===== config.mk =====
export PLATFORM = sky130hd
export DESIGN_NAME = hazard_scoreboard
export DESIGN_NICKNAME = d
export VERILOG_FILES = /design/src/rtl/hazard_scoreboard_pkg.sv /design/src/rtl/hazard_scoreboard.sv
export SDC_FILE = /design/constraint.sdc
export NUM_CORES = 1
export LEC_CHECK = 0
export ABC_AREA = 1
export CAP_MARGIN = 10
export CORE_MARGIN = 10
export CORE_UTILIZATION = 30
export CTS_CLUSTER_DIAMETER = 150
export DETAILED_ROUTE_END_ITERATION = 10
export GPL_TIMING_DRIVEN = 1
export MAX_ROUTING_LAYER = met4
export PLACE_DENSITY = 0.53
export SETUP_SLACK_MARGIN = 0.2
export SLEW_MARGIN = 5
export SYNTH_ARGS = -nofsm -noshare
export SYNTH_HDL_FRONTEND = slang
export SYNTH_SLANG_ARGS = --single-unit

===== constraint.sdc =====
create_clock -name clk -period 2 [get_ports clk]
set_input_delay 0.4 -clock clk [delete_from_list [all_inputs] [get_ports clk]]
set_output_delay 0.4 -clock clk [all_outputs]
set_load 0.01 [all_outputs]

===== src/rtl/hazard_scoreboard_pkg.sv =====
// Shared types and constants for the decode-stage register hazard scoreboard.
package hazard_scoreboard_pkg;

  localparam int        NUM_REGS        = 16;
  localparam logic [3:0] REG_PC         = 4'd15;
  localparam int        WB_LAT_DEF      = 3;
  localparam int        FLUSH_DEPTH_DEF = 1;

  typedef struct packed {
    logic       valid;
    logic [3:0] addr;
  } sb_slot_t;

endpackage


===== src/rtl/hazard_scoreboard.sv =====
// Decode issue controller: tracks in-flight register writes, stalls on RAW
// hazards, squashes young writes on flush and cross-checks writebacks.
module hazard_scoreboard
  import hazard_scoreboard_pkg::*;
#(
  parameter int WB_LAT      = WB_LAT_DEF,
  parameter int FLUSH_DEPTH = FLUSH_DEPTH_DEF,
  parameter bit WB_BYPASS   = 1'b1,
  parameter int CNT_W       = 16
) (
  input  logic             clk,
  input  logic             reset,
  input  logic             dec_valid_i,
  input  logic [3:0]       dec_r1_addr_i,
  input  logic             dec_r1_use_i,
  input  logic [3:0]       dec_r2_addr_i,
  input  logic             dec_r2_use_i,
  input  logic             dec_wr_en_i,
  input  logic [3:0]       dec_wr_addr_i,
  input  logic             flush_i,
  input  logic             wb_en_i,
  input  logic [3:0]       wb_addr_i,
  output logic             stall_o,
  output logic             issue_o,
  output logic [15:0]      busy_o,
  output logic             wb_mismatch_o,
  output logic [CNT_W-1:0] stall_cnt_o
);

  // With a write-first register file the writeback-cycle slot is already visible.
  localparam int BUSY_TOP = WB_BYPASS ? WB_LAT - 2 : WB_LAT - 1;

  sb_slot_t            slot_q [WB_LAT];
  sb_slot_t            slot_d [WB_LAT];
  logic [NUM_REGS-1:0] busy;
  logic                stall;
  logic                issue;
  logic                mismatch_d;

  always_comb begin
    busy = '0;
    for (int k = 0; k <= BUSY_TOP; k++) begin
      if (slot_q[k].valid) begin
        busy[slot_q[k].addr] = 1'b1;
      end
    end
    busy[REG_PC] = 1'b0;
  end

  always_comb begin
    stall = dec_valid_i && !flush_i &&
            ((dec_r1_use_i && busy[dec_r1_addr_i]) ||
             (dec_r2_use_i && busy[dec_r2_addr_i]));
    issue = dec_valid_i && !stall && !flush_i;
  end

  // A flush squashes the FLUSH_DEPTH youngest in-flight writes as they shift.
  always_comb begin
    slot_d[0].valid = issue && dec_wr_en_i && (dec_wr_addr_i != REG_PC);
    slot_d[0].addr  = dec_wr_addr_i;
    for (int k = 1; k < WB_LAT; k++) begin
      slot_d[k] = slot_q[k-1];
      if (flush_i && (k <= FLUSH_DEPTH)) begin
        slot_d[k].valid = 1'b0;
      end
    end
  end

  assign mismatch_d = slot_q[WB_LAT-1].valid &&
                      !(wb_en_i && (wb_addr_i == slot_q[WB_LAT-1].addr));

  always_ff @(posedge clk) begin
    if (reset) begin
      for (int k = 0; k < WB_LAT; k++) begin
        slot_q[k] <= '0;
      end
      wb_mismatch_o <= 1'b0;
      stall_cnt_o   <= '0;
    end else begin
      for (int k = 0; k < WB_LAT; k++) begin
        slot_q[k] <= slot_d[k];
      end
      wb_mismatch_o <= mismatch_d;
      if (stall && (stall_cnt_o != {CNT_W{1'b1}})) begin
        stall_cnt_o <= stall_cnt_o + CNT_W'(1);
      end
    end
  end

  assign busy_o  = busy;
  assign stall_o = stall;
  assign issue_o = issue;

endmodule


==> qor.yml <==
status: "finished with violations"
violations: "setup timing"
antenna_found_initial: 0
drt-met1-wl_um: 3347
reg2reg_to: "stall_cnt_o[6]$_SDFFE_PP0P_"
crit_path_frequent_cell: "nand2_1"
power.total_mw: 1.686
fp-row-count: 31
syn_to_final_growth_pct: 68.69
clk_pin_slew_worst_paths_ps: 70
fin_nets: 483
switching_share_pct: 25.69
grt_pass1_wl_um: 12660
fin_cells: 558
fin_crit_sh_pct: 110.8
syn_nets: 369
drt_first_iter_violations: 108
drv_cap: 0
crit_buf_inv: 3
portBuffers: 57
hold-path-endpoint: "wb_mismatch_o$_SDFF_PP0_"
cp_cell_sequence: "nand2_4 > nor2_4 > nand2_2 > nand3_1 > nand2_1 > clkinv_1 > nand2_1 > nand2_1 > nand2_1 > nand2_2 > nand3_4 > nand2_4 > nand2_2 > inv_2 > buf_6"
placed_cells: 533
cpPeakStageDelay_ps: 410
hp-class: "reg2reg"
drv_slew: 0
rrSetupSlack_ps: -190
setup_viol: 20
num_vias: 2568
dieArea_um2: 11280
multiInputGateArea_um2: 1612
clockBufferDepth: 2
seqCellArea_um2: 676.9
die_w_um: 106.2
nFillCells: 731
crit_family: "simple AND/OR/NAND/NOR gates"
grt_pass1_vias: 2615
cts_made_buffers: 5
worstPathArrival_ps: 1820
yosysSeqAreaShare_pct: 28.73
vdd_ir_drop_max_mv: 0.3632
startpoint_type: "register"
r2r_cells: 19
wl_met2_um: 3929
criticalPathCategory: "reg2out"
yosys.area.top_type_share_pct: 28.73
finalHoldViolations: 0
vias_per_cell: 4.602
worstReg2RegStart: "slot_q[0][3]$_SDFF_PP0_"
switchingPower_mw: 0.4331
gp_congestion: 0.8772
synth.top_cells.by_count: "nand2_1 (92), nand3_1 (41), nor2_1 (39)"
synth_top_flop_cell: "dfxtp_1"
synthCells: 344
diodes: 0
fmax_mhz: 451.2
crit_slowest_cell: "dfxtp_4"
finalClockSkew_ps: 7.882
dr.max_layer_used: "met4"
yosysMostFrequentCell: "nand2_1"
wl_met3_um: 341
cts.sinks: 32
clk_latency_ps: 280
dpl_cell_area_um2: 3257
min-delay-start: "slot_q[0][14]$_SDFF_PP0_"
grt_overflow_total: 0
netlist-cell-type-count: 32
worstSetupEndpointType: "output pin"
required_ps: 1600
wire_per_inst_um: 13.77
drc: 0
io_pins: 59
async_reset_ff_share_pct: 0
p_int_mw: 1.253
die_h_um: 106.2
drive_gt1_share_pct: 37.69
cts_tree: "done"
fin_area_um2: 3761
grt_max_degree: 29
hold_depth: 2
netlist_area_um2: 2230
final_antenna_net_count: 0
rsz0062_at_grt: "yes"
setup_ws_ps: -216.5
grtUsageTotal_pct: 13.77
ys_warn_count: 0
hpwl_um: 5688
wl_um: 7681
synth_edf_count: 0
dr.pass1.iters: 4
clkPwrFrac_pct: 40.7
yosys_register_bits: 32
syn_avg_cell_area_um2: 6.482
synth_area_leaders: "dfxtp_1 (29%), nand2_1 (15%), nand3_1 (9.2%)"
cts_root_buffer: "clkbuf_8"
path_max_fanout: 5
initial_core_util_pct: 30.74
powerDensity_nw_per_um2: 448.2
hold_ws_ps: 429.7
yosysTopAreaCell: "dfxtp_1"
power_frac_seq_pct: 39.5
min_period_ps: 2216
p_leak_nw: 1.602
htree_levels: 2
core_area_um2: 7253
combPwrFrac_pct: 19.8
post-place-ws_ps: -732.7
[registers in the layout, indices dropped and copies added (netlist names)]
signal	count
stall_cnt_o	16
slot_q	15
wb_mismatch_o	1
[power groups by stage]
stage | combinational, mW | clock [mW] | sequential (mW)
after CTS | 0.326 | 0.711 | 0.666
after global routing | 0.364 | 0.731 | 0.668
after floorplan | 0.138 | 0 | 0.681
final | 0.334 | 0.686 | 0.665
after detailed placement | 0.259 | 0 | 0.682
after global placement | 0.258 | 0 | 0.682
[cell families (layout without fill, tap and decap cells)]
| group | Yosys count | count (layout) | synth area share [%] |
|---|---|---|---|
| DFF | 32 | 32 | 28.73 |
| AOI/OAI and AO/OA | 22 | 22 | 5.668 |
| and+or+nand+nor | 219 | 221 | 47.70 |
| adders and majority gates | 1 | 1 | 0.5611 |
| other | 1 | 1 | 0.1682 |
| xor gates and xnor gates | 18 | 18 | 7.071 |
| buffers and inverters | 51 | 164 | 10.10 |
[area by class of cell]
class / instances / area share [%]
multi-input cells: 263 / 42.85
inverters: 40 / 4.059
flip-flops and latches: 32 / 18.00
repair buffers: 116 / 28.44
well taps: 99 / 3.293
clock inverters: 1 / 0.7984
clock buffers: 7 / 2.562
[worst min-delay path: stages (launching register included)]
cell,delay (ps)
dfxtp_1,300
nand2_1,60
a41oi_1,40
[routing by layer]
layer | GRT usage (%) | vias up
met4 | 2.805 | 0
li1 | - | 1336
met2 | 23.76 | 50
met1 | 15.94 | 1176
met5 | - | -
met3 | 3.261 | 6
[what timing repair did]
item / in CTS / in global routing
pin swaps: 22 / 12
gates resized for setup: 87 / 31
setup endpoints to repair: 33 / 33
cloned: 2 / 0
buffers inserted: 11 / 4
hold buffers: 0 / 0
[cells in the final DEF (no fill, tap or decap), types with 10 or more instances in the layout]
master	instances
inv_1	30
nand2_2	22
buf_6	10
nand3_2	11
nand4_1	19
nor2_1	33
clkdlybuf4s50_1	38
nand2_1	73
buf_4	49
dfxtp_1	19
nand3_1	32
nor2_4	12
a21oi_1	10
[through the flow]
stage / util [%] / setup TNS (ps)
2_1_floorplan: - / 0
3_3_place_gp: 44.90 / -7497
3_5_place_dp: 44.90 / -8045
4_1_cts: 50.39 / -2723
5_1_grt: 51.85 / -6152
6_report: 51.85 / -3251
[worst max-delay path by stage]
stage | start | endpoint | slack, ps | cells past startpoint
2_1_floorplan | slot_q[0][9]$_SDFF_PP0_ | stall_o | 110 | 16
6_report | slot_q[0][3]$_SDFF_PP0_ | stall_o | -220 | 15
4_1_cts | slot_q[0][8]$_SDFF_PP0_ | stall_o | -210 | 14
3_5_place_dp | dec_r1_addr_i[1] | issue_o | -730 | 14
3_3_place_gp | dec_r1_addr_i[1] | issue_o | -710 | 14
5_1_grt | slot_q[0][8]$_SDFF_PP0_ | stall_o | -360 | 15
Power figures use the tool's default switching activity.
